**src/rtl/dff_share_arbiter.sv**
```systemverilog
// Round-robin arbiter sharing one WIDTH-bit register among NREQ requesters,
// with optional bounded grant locking.
module dff_share_arbiter #(
   parameter int unsigned NREQ     = 4,
   parameter int unsigned WIDTH    = 8,
   parameter int unsigned MAX_HOLD = 4
) (
   input  logic                     clk,
   input  logic                     rst,
   input  logic [NREQ-1:0]          req,
   input  logic [NREQ-1:0]          lock,
   input  logic [NREQ*WIDTH-1:0]    d_in,
   output logic [NREQ-1:0]          gnt,
   output logic [WIDTH-1:0]         q,
   output logic                     q_valid,
   output logic [$clog2(NREQ)-1:0]  q_owner,
   output logic                     busy
);

   localparam int unsigned OwnW  = $clog2(NREQ);
   localparam int unsigned HoldW = $clog2(MAX_HOLD + 1);

   logic [NREQ-1:0]  gnt_q, gnt_d;
   logic [WIDTH-1:0] q_q, q_d;
   logic             valid_q, valid_d;
   logic [OwnW-1:0]  owner_q, owner_d;
   logic [OwnW-1:0]  ptr_q, ptr_d;
   logic [HoldW-1:0] hold_q, hold_d;

   logic             cur_busy;
   logic [NREQ-1:0]  others;
   logic             retain;
   logic             rr_found;
   logic [OwnW-1:0]  rr_win;
   logic [OwnW-1:0]  cand;
   logic             grant;
   logic [OwnW-1:0]  win;
   int               idx;

   always_comb begin
      cur_busy        = |gnt_q;
      others          = req;
      others[owner_q] = 1'b0;
      retain = cur_busy && req[owner_q] && lock[owner_q] &&
               ((hold_q < HoldW'(MAX_HOLD)) || (others == '0));

      // Pointer always sits at owner+1 after a grant, so forced rotation
      // falls out of the ordinary search once retain is refused.
      rr_found = 1'b0;
      rr_win   = '0;
      cand     = '0;
      idx      = 0;
      for (int i = 0; i < int'(NREQ); i++) begin
         idx = int'(ptr_q) + i;
         if (idx >= int'(NREQ)) idx = idx - int'(NREQ);
         cand = OwnW'(idx);
         if (!rr_found && req[cand]) begin
            rr_found = 1'b1;
            rr_win   = cand;
         end
      end

      grant = retain || rr_found;
      win   = retain ? owner_q : rr_win;

      gnt_d   = '0;
      q_d     = q_q;
      valid_d = 1'b0;
      owner_d = owner_q;
      ptr_d   = ptr_q;
      hold_d  = '0;
      if (grant) begin
         gnt_d[win] = 1'b1;
         q_d        = d_in[int'(win)*WIDTH +: WIDTH];
         valid_d    = 1'b1;
         owner_d    = win;
         ptr_d      = (win == OwnW'(NREQ - 1)) ? '0 : win + 1'b1;
         if (cur_busy && (win == owner_q)) begin
            hold_d = (hold_q == HoldW'(MAX_HOLD)) ? hold_q : hold_q + 1'b1;
         end else begin
            hold_d = HoldW'(1);
         end
      end
   end

   always_ff @(posedge clk or negedge rst) begin
      if (!rst) begin
         gnt_q   <= '0;
         q_q     <= '0;
         valid_q <= 1'b0;
         owner_q <= '0;
         ptr_q   <= '0;
         hold_q  <= '0;
      end else begin
         gnt_q   <= gnt_d;
         q_q     <= q_d;
         valid_q <= valid_d;
         owner_q <= owner_d;
         ptr_q   <= ptr_d;
         hold_q  <= hold_d;
      end
   end

   assign gnt     = gnt_q;
   assign q       = q_q;
   assign q_valid = valid_q;
   assign q_owner = owner_q;
   assign busy    = |gnt_q;

   a_gnt_onehot0: assert property (@(posedge clk) disable iff (!rst) $onehot0(gnt_q));

endmodule

```
**config.mk**
```make
export PLATFORM = sky130hd
export DESIGN_NAME = dff_share_arbiter
export DESIGN_NICKNAME = d
export VERILOG_FILES = /design/src/rtl/dff_share_arbiter.sv
export SDC_FILE = /design/constraint.sdc
export NUM_CORES = 1
export LEC_CHECK = 0
export CAP_MARGIN = 25
export CORE_ASPECT_RATIO = 0.5
export CORE_MARGIN = 2
export CORE_UTILIZATION = 38
export DETAILED_ROUTE_END_ITERATION = 10
export GPL_TIMING_DRIVEN = 0
export PLACE_DENSITY = 0.86
export SLEW_MARGIN = 20
export SYNTH_ARGS = -nofsm -noshare
export SYNTH_HDL_FRONTEND = slang
export SYNTH_SLANG_ARGS = --single-unit
export TNS_END_PERCENT = 10
```
**constraint.sdc**
```tcl
create_clock -name clk -period 2.05 [get_ports clk]
set_input_delay 0.205 -clock clk [delete_from_list [all_inputs] [get_ports clk]]
set_output_delay 0.205 -clock clk [all_outputs]
set_load 0.01 [all_outputs]
```
==> flow_summary_export.csv <==
group,metric,value,unit
status,status,"finished, violations left",
status,violations,"negative setup slack",
clocking,cts_tree,"done",
cells_and_area,fill_cells,240,
sta,period_needed,2.14,ns
worst_setup_path,critPathLaunchType,"flip-flop",
floorplanning,die-width,86.9,µm
clocking,numCtsBuffers,3,
floorplanning,core,3140,µm²
synth,ys.flop_type,"dfrtp_1",
power_and_ir_drop,p_clk_share,11.8,%
power_and_ir_drop,power_density,1550,nW/µm²
clocking,clk_latency,0.27,ns
sta,hold_violations,0,
routing,wl,3860,µm
routing,first_pass_iters,4,
synth,syn_area,1310,µm²
power_and_ir_drop,p_int,2.06,mW
cells_and_area,drive_above_1_share,18.8,%
routing,remaining_drc_errors,0,
routing,antenna_left,0,
synth,synth_edf_count,0,
worst_setup_path,cp_data_required_time,2.18,ns
sta,rsz0062_at_grt,"true",
worst_setup_path,critPathArrivalTime,2.27,ns
synth,synth_nets,178,
worst_setup_path,critical_path.max_fanout,6,
global_routing,grt_overflow,0,
clocking,cts.sinks,20,
sta,hold_slack,0.430,ns
global_routing,grt_pass1_wl,5940,µm
floorplanning,die_area,3950,µm²
power_and_ir_drop,p_sw,1.30,mW
synth,ys_seq_elements,20,
sta,clock-skew-final,0.00155,ns
place,dpl.hpwl,2760,µm
power_and_ir_drop,p_seq_share,21.9,%
global_routing,grtUsageTotal,20.2,%
synth,synth_area_per_cell,10.0,µm²
synth,synth-async-reset-ratio,100,%
floorplanning,start_util,41.6,%
floorplanning,io_pins,58,
floorplanning,die_height,45.4,µm
synth,synthCells,130,
sta,worstMarginPinSlew,0.867,ns
clocking,clkTransAtPathRegs,0.07,ns
place,placed_cells,227,
hold_path,hold_class,"in -> async",
synth,ys_warn_count,0,
worst_setup_path,worstSetupPathType,"reg -> reg",
cells_and_area,antenna_cells,0,
sta,setup_viol,5,
cells_and_area,area_delta_synth_final,66.7,%
cells_and_area,fin_util,69.4,%
place,port-buffer-count,57,
cells_and_area,multi_input_area,855,µm²
power_and_ir_drop,switching_share,38.7,%
power_and_ir_drop,ir_worst_vdd,0.622,mV
floorplanning,rows,14,
sta,tns,-0.220,ns
place,gp_congestion,0.778,
routing,drtIter0Drc,84,
synth,yosysUniqueCellTypes,36,
sta,timing.final.ws_setup,-0.0909,ns
synth,ys_seq_area_share,38.4,%
power_and_ir_drop,p_comb_share,66.3,%
clocking,cts-root-buf,"clkbuf_8",
cells_and_area,final_nets,241,
global_routing,grt_max_degree,21,
sta,slew_headroom,42.0,%
worst_setup_path,end_kind,"flip-flop",
global_routing,grt_pass1_vias,1253,
routing,via_per_inst,5.44,
power_and_ir_drop,p_leak,0.908,nW
sta,layout_worst_path_cycle_share,104,%
global_routing,antenna_found_initial,0,
clocking,cts-htree-levels,1,
clocking,cts.path.max_buffers,2,
routing,num_vias,1263,
cells_and_area,fin_cells,232,
routing,wire_per_inst,16.7,µm
sta,slew_violations,0,
job,cap_violations,0,
cells_and_area,ff_latch_area,502,µm²
sta,fmax,467,MHz
power_and_ir_drop,total_power,3.37,mW
final timing paths:
kind / startpoint / end / slack (ns) / cells after the start
worst min register to register: q[6] / q[6] / 0.50 / 2
min in group clk: q[6] / q[6] / 0.50 / 2
worst max register to register: gnt[2] / q[5] / -0.09 / 7
worst max-delay path: gnt[2] / q[5] / -0.09 / 7
worst min-delay path: rst / gnt[0] / 0.43 / 1
max in group asynchronous: rst / ptr_q[1] / 1.03 / 1
state kept, by name, indices dropped and copies added (netlist names):
signal and count:
q 8, gnt 4, hold_q 3, q_owner 2, q_valid 1, ptr_q 2
power groups by stage:
stage	Clock, mW	Sequential [mW]	Combinational, mW
3_3_place_gp	0	0.702	1.85
3_5_place_dp	0	0.712	1.91
5_1_grt	0.417	0.766	2.40
4_1_cts	0.398	0.729	2.15
6_report	0.399	0.736	2.23
2_1_floorplan	0	0.757	1.21
critical path: stages (launching register included):
cell and delay (ns):
dfrtp_1 0.38, or4_4 0.61, and4_4 0.22, a31oi_4 0.21, buf_12 0.14, buf_16 0.11
mux2i_4 0.21, o221ai_1 0.12
per-stage QoR:
stage          worst slack (ns)  area, µm²
4_1_cts                 -0.0768       2140
2_1_floorplan         -0.000275       1370
3_5_place_dp             -0.549       1990
6_report                -0.0909       2180
3_3_place_gp             -0.495       1990
5_1_grt                  -0.185       2180
synth_stat cells (all sizes together), types with 2 or more instances:
cell type  count  area (µm²)
a311oi         2        17.5
nand2b         2        12.5
nor2           4        17.5
mux2i         18         180
inv            7        26.3
dfrtp         20         500
a21oi          4        20.0
o211ai         2        28.8
ha             6        75.1
buf            4        32.5
o21ai          4        20.0
xnor2          3        26.3
clkbuf         3        11.3
o221ai         8        70.1
and2           4        25.0
nor4           2        12.5
nand2         21        78.8
nand3          3        15.0
metal layers:
metal	wire, µm	track usage [%]
met5	0	0
met4	78	7.19
met3	157	3.62
met2	1930	35.4
met1	1700	25.7
cells in the final DEF, fill, tap and decap left out, types with 4 or more instances in the layout:
cell type         n
o221ai_1          8
dfrtp_1          19
mux2i_1          15
ha_1              4
inv_1             4
a21oi_1           4
nand2_1          21
dlygate4sd2_1     4
clkdlybuf4s50_1  53
area by class of cell:
class                           instances  share of cell area (%)
Clock inverter                          1                    1.38
Tap cell                               40                    2.30
Timing Repair Buffer                   60                    28.5
Buffer                                  5                    2.13
Multi-Input combinational cell         96                    39.3
Clock buffer                            3                    1.90
Sequential cell                        20                    23.1
Inverter                                7                    1.44
logic make-up (layout without fill, tap and decap cells):
| logic type | after synthesis | after routing | share of synthesized area, % |
|---|---|---|---|
| AOI/OAI and AO/OA | 26 | 26 | 17.6 |
| xor gates and xnor gates | 3 | 3 | 2.01 |
| adders and majority gates | 7 | 7 | 6.62 |
| buffers and inverters | 14 | 76 | 5.37 |
| DFF | 20 | 20 | 38.4 |
| muxes | 18 | 18 | 13.8 |
| and+or+nand+nor | 42 | 42 | 16.2 |
repair_timing:
item                                    in CTS  in global routing
endpoints found under the setup margin      16                 16
buffers inserted                             2                  0
cloned                                       1                  0
resized for setup                           12                 10
hold buffers                                 0                  0
pin swaps                                   10                  4
endpoints found under the hold margin        0                  0
(Power assumes the default switching activity.)
